[src/rtl/mem_req_ctrl.sv]
// mem_req_ctrl: request sequencer between the pipeline memory stage and the
// 2-way cache memory system. One load/store is accepted at a time, the
// request is held stable on the mem_* side until Done (or a timeout), and a
// registered one-cycle response pulse is returned to the pipeline.
//
// Ports
//   clk, rst          clock, asynchronous active-low reset
//   req_*             pipeline request (valid, rd, wr, addr, wdata)
//   req_ready         high in IDLE: a request is accepted this cycle
//   pipe_stall        req_valid & ~req_ready
//   rsp_*             response pulse, read data, hit flag, error flag
//   mem_Addr/DataIn/Rd/Wr     held request toward the memory system
//   mem_DataOut/Done/CacheHit/err  completion from the memory system
//   mem_Stall         informational only, not used
//
// Parameters
//   TIMEOUT      ISSUE cycles without Done before abort (1..255)
//   CHECK_ALIGN  1: odd byte addresses are rejected as illegal
//
// Build option MEM_REQ_PERF_CNT_EN adds saturating perf_access, perf_hit and
// perf_err counters.
module mem_req_ctrl #(
  parameter int TIMEOUT     = 63,
  parameter bit CHECK_ALIGN = 1'b1
) (
  input  logic        clk,
  input  logic        rst,
  input  logic        req_valid,
  input  logic        req_rd,
  input  logic        req_wr,
  input  logic [15:0] req_addr,
  input  logic [15:0] req_wdata,
  output logic        req_ready,
  output logic        pipe_stall,
  output logic        rsp_valid,
  output logic [15:0] rsp_rdata,
  output logic        rsp_hit,
  output logic        rsp_err,
  output logic [15:0] mem_Addr,
  output logic [15:0] mem_DataIn,
  output logic        mem_Rd,
  output logic        mem_Wr,
  input  logic [15:0] mem_DataOut,
  input  logic        mem_Done,
  input  logic        mem_Stall,
  input  logic        mem_CacheHit,
  input  logic        mem_err
`ifdef MEM_REQ_PERF_CNT_EN
  ,
  output logic [15:0] perf_access,
  output logic [15:0] perf_hit,
  output logic [15:0] perf_err
`endif
);

  typedef enum logic {IDLE = 1'b0, ISSUE = 1'b1} state_t;

  localparam logic [7:0] LP_TIMEOUT = 8'(TIMEOUT);

  state_t      r_state;
  logic [15:0] r_addr;
  logic [15:0] r_wdata;
  logic        r_rd;
  logic        r_wr;
  logic [7:0]  r_cnt;
  logic        r_rsp_valid;
  logic [15:0] r_rsp_rdata;
  logic        r_rsp_hit;
  logic        r_rsp_err;

  logic        w_misalign;
  logic        w_legal;
  logic [7:0]  w_cnt_nxt;
  logic        w_timeout;
  logic        w_unused;

  assign w_misalign = CHECK_ALIGN & req_addr[0];
  assign w_legal    = (req_rd ^ req_wr) & ~w_misalign;
  assign w_cnt_nxt  = r_cnt + 8'd1;
  // count holds the number of completed Done-less ISSUE cycles, so the op is
  // visible for exactly TIMEOUT cycles before the abort
  assign w_timeout  = (w_cnt_nxt == LP_TIMEOUT);
  assign w_unused   = mem_Stall;

  assign req_ready  = (r_state == IDLE);
  assign pipe_stall = req_valid & ~req_ready;
  assign rsp_valid  = r_rsp_valid;
  assign rsp_rdata  = r_rsp_rdata;
  assign rsp_hit    = r_rsp_hit;
  assign rsp_err    = r_rsp_err;
  // r_rd/r_wr are only set while in ISSUE, so they drive the memory directly
  assign mem_Rd     = r_rd;
  assign mem_Wr     = r_wr;
  assign mem_Addr   = r_addr;
  assign mem_DataIn = r_wdata;

  always_ff @(posedge clk or negedge rst) begin
    if (!rst) begin
      r_state     <= IDLE;
      r_addr      <= '0;
      r_wdata     <= '0;
      r_rd        <= 1'b0;
      r_wr        <= 1'b0;
      r_cnt       <= '0;
      r_rsp_valid <= 1'b0;
      r_rsp_rdata <= '0;
      r_rsp_hit   <= 1'b0;
      r_rsp_err   <= 1'b0;
    end else begin
      r_rsp_valid <= 1'b0;
      case (r_state)
        IDLE: begin
          if (req_valid) begin
            if (w_legal) begin
              r_addr  <= req_addr;
              r_wdata <= req_wdata;
              r_rd    <= req_rd;
              r_wr    <= req_wr;
              r_cnt   <= '0;
              r_state <= ISSUE;
            end else begin
              r_rsp_valid <= 1'b1;
              r_rsp_rdata <= '0;
              r_rsp_hit   <= 1'b0;
              r_rsp_err   <= 1'b1;
            end
          end
        end
        ISSUE: begin
          // Done takes priority over a timeout landing in the same cycle
          if (mem_Done) begin
            r_rsp_valid <= 1'b1;
            r_rsp_rdata <= r_rd ? mem_DataOut : 16'h0000;
            r_rsp_hit   <= mem_CacheHit;
            r_rsp_err   <= mem_err;
            r_rd        <= 1'b0;
            r_wr        <= 1'b0;
            r_state     <= IDLE;
          end else if (w_timeout) begin
            r_rsp_valid <= 1'b1;
            r_rsp_rdata <= '0;
            r_rsp_hit   <= 1'b0;
            r_rsp_err   <= 1'b1;
            r_rd        <= 1'b0;
            r_wr        <= 1'b0;
            r_state     <= IDLE;
          end else begin
            r_cnt <= w_cnt_nxt;
          end
        end
        default: r_state <= IDLE;
      endcase
    end
  end

`ifdef MEM_REQ_PERF_CNT_EN
  logic w_acc_evt;
  logic w_hit_evt;
  logic w_err_evt;

  assign w_acc_evt = (r_state == ISSUE) & mem_Done;
  assign w_hit_evt = w_acc_evt & mem_CacheHit;
  assign w_err_evt = ((r_state == IDLE) & req_valid & ~w_legal) |
                     ((r_state == ISSUE) & (mem_Done ? mem_err : w_timeout));

  always_ff @(posedge clk or negedge rst) begin
    if (!rst) begin
      perf_access <= '0;
      perf_hit    <= '0;
      perf_err    <= '0;
    end else begin
      if (w_acc_evt && perf_access != 16'hFFFF) perf_access <= perf_access + 16'd1;
      if (w_hit_evt && perf_hit    != 16'hFFFF) perf_hit    <= perf_hit + 16'd1;
      if (w_err_evt && perf_err    != 16'hFFFF) perf_err    <= perf_err + 16'd1;
    end
  end
`endif

endmodule

[config.mk]
export PLATFORM = sky130hd
export DESIGN_NAME = mem_req_ctrl
export DESIGN_NICKNAME = d
export VERILOG_FILES = /design/src/rtl/mem_req_ctrl.sv
export SDC_FILE = /design/constraint.sdc
export NUM_CORES = 1
export LEC_CHECK = 0
export BUFFER_PORTS_ARGS = -buffer_cell sky130_fd_sc_hd__buf_4
export CORE_MARGIN = 1
export CORE_UTILIZATION = 45
export DETAILED_ROUTE_END_ITERATION = 10
export PLACE_DENSITY = 0.76
export SYNTH_ARGS = -nofsm -noshare
export SYNTH_HDL_FRONTEND = slang
export SYNTH_SLANG_ARGS = --single-unit
[constraint.sdc]
create_clock -name clk -period 3.4 [get_ports clk]
set_clock_uncertainty 0.2 [all_clocks]
set_input_delay 0.51 -clock clk [delete_from_list [all_inputs] [get_ports clk]]
set_output_delay 0.51 -clock clk [all_outputs]
set_load 0.02 [all_outputs]
# Word-level counts from Yosys, hierarchy flattened

Cells that the tools add are included.
W data, S select, Z words.

Bitwise logic cells: 5
Add/subtract/negate cells: 1
Mux-type cells: 38
Reduce and logical (&&, ||, !) cells: 4
Eq/ne operators: 7

Operators by type and width:

| cell                  | number |
|---|---|
| $mux W16              | 5 |
| $mux W8               | 4 |
| $pmux W16 S2          | 1 |
| $mux W1               | 21 |
| $pmux W8 S2           | 1 |
| $pmux W1 S2           | 6 |
| $reduce_and A3 Y1     | 3 |
| $add A8 B1 Y8 const B | 1 |
| $eq A8 B6 Y1 const B  | 1 |
| $ne A2 B2 Y1 const B  | 4 |
| $reduce_and A4 Y1     | 1 |
| $ne A3 B2 Y1 const B  | 1 |
| $and A1 B1 Y1         | 2 |
| $ne A2 B1 Y1 const B  | 1 |
| $not A1 Y1            | 2 |
| $xor A1 B1 Y1         | 1 |

Logic and storage cells: 65
Register bits: 62
Output and inout port bits: 55
Input bits: 57

# Depth between registers and ports, before layout

Depth in word-level cells: 5
Depth in mapped cells: 9
Mapped depth without buffers: 8

# Worst setup path before layout

No wires, ideal clock.

Kind: flip-flop to flip-flop
From: register r_cnt[0]
To: register r_rsp_rdata[0], in the netlist rsp_rdata[0]
Slack: 1.093 ns
Cell stages (with the launch flop): 9
Setup time: 0.121 ns
Arrival time: 1.986 ns
Clock period less this slack: 2.307 ns
Path buffers: 2
Cell sequence: dfrtp_1 > ha_1 > nand3_2 > o21a_1 > or3_4 > o31a_1 > buf_6 > buf_6 > a22o_1

Longest elaborated chain between the ends: 4

Ends and longest elaborated chain:

| item                        | RTL line | source |
|---|---|---|
| start: declaration          | 65       | `logic [7:0] r_cnt;` |
| start signal: assignment    | 148      | `r_cnt <= w_cnt_nxt;` |
| $add A8 B1 Y8               | 79       | `assign w_cnt_nxt = r_cnt + 8'd1;` |
| $eq A8 B6 Y1                | 82       | `assign w_timeout = (w_cnt_nxt == LP_TIMEOUT);` |
| $ne A3 B2 Y1 (no line)      | --       |  |
| $reduce_and A3 Y1 (no line) | --       |  |
| end signal: assignment      | 133      | `r_rsp_rdata <= r_rd ? mem_DataOut : 16'h0000;` |
| end: declaration            | 67       | `logic [15:0] r_rsp_rdata;` |

Every way passes these cells.
A chain may end at the register's enable or synchronous reset.

# Final worst setup path

From: register r_cnt[1]
To: register r_rsp_err, in the netlist rsp_err

Longest elaborated chain between the ends: 4

Ends and longest elaborated chain:

| item                        | RTL line | source |
|---|---|---|
| $add A8 B1 Y8               | 79       |  |
| $eq A8 B6 Y1                | 82       |  |
| $ne A3 B2 Y1 (no line)      | --       |  |
| $reduce_and A3 Y1 (no line) | --       |  |
| end signal: assignment      | 135      | `r_rsp_err <= mem_err;` |
| end: declaration            | 69       | `logic r_rsp_err;` |

Every way passes these cells.

==> results.md <==
- Run status: complete, no violations
- H-Tree Depth: 3
- GRT Overall Usage: about a fifth
- Sequential area share after synthesis: approximately 60%
- Die Ht: between 70 and 80 um
- Number of global-route vias before repair: between 1500 and 2000
- Slew of the pin with the lowest slew margin: between 0.7 and 0.8 ns
- Max Slew Vio Count: 0
- Synth Area in Adders: less than 1%
- Final Critical Period: 2.50 ns
- Share of post-route cells with drive strength above 1: 51.8%
- Cell Area, Synth: between 2000 and 3000 um^2
- Mapped Avg Cell Area: 13.4 um^2
- Remaining global-route overflow: 0
- Area added between synthesis and finish: 41.5%
- Max_cap viols: 0
- Fmax: about 0.40 GHz
- Setup crit start kind: flip-flop
- Post-CTS setup buffer count: 0
- Clock sinks: 62
- Buf+Inv Stages, Crit Path: 1
- CTS tree: built
- Top FF cell, synth: dfrtp_1
- Mux cell area share after synthesis: 15.5%
- Kind of critical path: reg2reg
- Crit. End Element: flip-flop
- WL/cell: 14.5 um
- Worst Setup SP: r_cnt[1]$_DFFE_PN0P_
- R2R Path End: rsp_err$_DFFE_PN0P_
- Area contributors post-synth: dfrtp_1, mux2_2, a22o_1
- Detailed placement HPWL: roughly 4000 um
- Final ANT Viol Nets: 0
- PD cells: 821 nW/um^2
- Final hold vios: 0
- Drc violations: 0
- Crit-path cells: ha_1, nand2b_1, o21ai_0, a21oi_1, o31a_1, inv_1, o22a_1
- Placeable Area: 5510 um^2
- Hold Buf Count CTS: 0
- Tot Pwr: between 2000 and 3000 uW
- Vias: approximately 2000
- Post-synth top area cell: dfrtp_1
- Data arrival, critical path: 2.50 ns
- Crit-path slowest cell: o31a_1
- Static leakage: around 0.0018 uW
- Rel. slew slack: 50.0%
- Async SR Flop Fraction: 100%
- Post-Synth XOR/XNOR Area: 0.682%
- CTS max path bufs: 2
- Initial Util: approximately 47%
- Fillers: 432
- First-pass detailed-route iteration total: 4
- Reg-to-Reg Start: r_cnt[1]$_DFFE_PN0P_
- Die area: about 6000 um^2
- CTS Buf Count: 9
- Die W: 77.5 um
- Starting DRC count in detailed routing: roughly 170
- # setup viols final: 0
- Syn_nets: 250
- Setup ws final: 0.900 ns
- EDFF count, synth: 0
- Design area: 3630 um^2
- Worst Hold Class: in2async
- Setup TNS Final: 0 ns
- Setup slack, reg-to-reg: 0.90 ns
- Total Wirelength: 5480 um
- CP peak stage delay: 0.61 ns
- Tcrit/Tclk final: 73.5%
- Clock transition at the registers of the reported paths: 0.06 ns
- First-pass GRT wire length: 8890 um
- Netlist cell types: 43
- Worst path depth: 7
- I/O Pins: roughly 110
- Cts repair resizes: 0
- Critical path endpoint: rsp_err$_DFFE_PN0P_
- RSZ-0062 raised after global routing: false
- Dpl cell area: 3450 um^2
- Synth Area in Simple Gates: 7.85%
- Initial antenna violation count: 0
- Most common cell in the netlist: dfrtp_1
- I/O Buffers: 110
- #FFs+latches synth: 62
- FF-to-FF path depth: 7
- # rows: 27
- Largest family of logic cells by synthesized area: multiplexers
- Synth Warn #: 0
- Compound-Gate Fraction of Synth Area: between 10% and 20%
- Final-stage net count: roughly 360
- Largest net degree at the start of global routing: 63
- CP max FO: 18
- Worst slack, placed: 0.895 ns
- Crit path max-delay family: compound AO/OA/AOI/OAI gates
- Yosys top cell area share: between 60% and 70%
- Post-synth top cells: dfrtp_1, mux2_2, a22o_1
- Diodes inserted: 0
- Syn Inst Count: around 190
- CTS root buf: clkbuf_8
- Peak supply drop: 519 uV
- Placer congestion estimate: 0.930
- Via/cell ratio: 5.20
- Worst EP required: approximately 3.4 ns
- Skew-Pair Late Insertion Delay: 0.32 ns
[cell usage in the layout, fill, tap and decap left out, types with 2 or more instances in the layout]
master      n
a31oi_1     2
dfrtp_1    62
and3_1      2
nand2b_1    5
nand4_1     2
inv_1       7
buf_4     110
ha_1        2
nor3_1      3
mux2_2     31
clkbuf_8   10
a22o_1     16
clkinv_2    4
nand2_1     6
nor2_1      5
and2_1      3
mux2i_1     5
a21oi_1     4
o21ai_0     4
[flip-flops by register name, summed over array words and instances (netlist names)]
name,flops
rsp_valid,1
rsp_rdata,16
rsp_err,1
r_cnt,8
mem_Addr,16
rsp_hit,1
mem_Rd,1
mem_DataIn,16
r_state,1
mem_Wr,1
[layer usage]
layer / share of wire (%) / GRT usage, % / vias to the layer above
li1: - / - / 913
met1: 41 / 22.7 / 967
met2: 50 / 32.1 / 83
met3: 7.2 / 5.76 / 7
met4: 1.6 / 10.6 / 0
met5: 0 / 0 / -
[final cells by class]
cell class | instances | area [um^2] | area share, %
well taps | 72 | 90.1 | 2.48
inverters | 7 | 26.3 | 0.723
flip-flops and latches | 62 | 1550 | 42.7
repair buffers | 111 | 846 | 23.3
multi-input cells | 112 | 932 | 25.7
clock inverters | 5 | 50.0 | 1.38
clock buffers | 10 | 138 | 3.79
[worst reg2reg max path: cells and delay by family (launching register included)]
kind / cells / cell delay, ns
adder cells (fa/ha/maj): 1 / 0.26
buffers and inverters: 1 / 0.13
flip-flops: 1 / 0.42
AO/OA/AOI/OAI: 4 / 1.23
AND/OR/NAND/NOR: 1 / 0.15
[power breakdown]
group / switching, uW / internal (uW) / leakage (uW)
combinational: 618 / 578 / 0.000932
sequential: 172 / 1000 / 0.000789
clock: 265 / 349 / 0.000102
total: 1060 / 1930 / 0.00182
[worst min-delay path by stage]
stage / startpoint / endpoint / depth (start not counted)
3_5_place_dp: mem_Addr[0]$_DFFE_PN0P_ / mem_Addr[0]$_DFFE_PN0P_ / 1
5_1_grt: rst / rsp_rdata[15]$_DFFE_PN0P_ / 1
4_1_cts: rst / mem_DataIn[0]$_DFFE_PN0P_ / 1
2_1_floorplan: rst / mem_Addr[0]$_DFFE_PN0P_ / 0
6_report: rst / mem_Addr[10]$_DFFE_PN0P_ / 1
3_3_place_gp: mem_Addr[0]$_DFFE_PN0P_ / mem_Addr[0]$_DFFE_PN0P_ / 1
[through the flow]
stage,util (%),std cells,hold slack (ns)
after floorplan,-,191,0.0144
after global placement,62.6,364,0.273
after detailed placement,62.6,364,0.272
after CTS,66.0,379,0.0785
after global routing,66.0,379,0.129
final,66.0,379,0.0515
[cell families (layout without fill, tap and decap cells)]
logic type,count (synthesis),in the layout
compound gates,38,38
xor+xnor,2,2
fa+ha+maj,2,2
buf+inv,17,133
flops,62,62
mux,36,36
simple gates,34,34
Power figures use the tool's default switching activity.
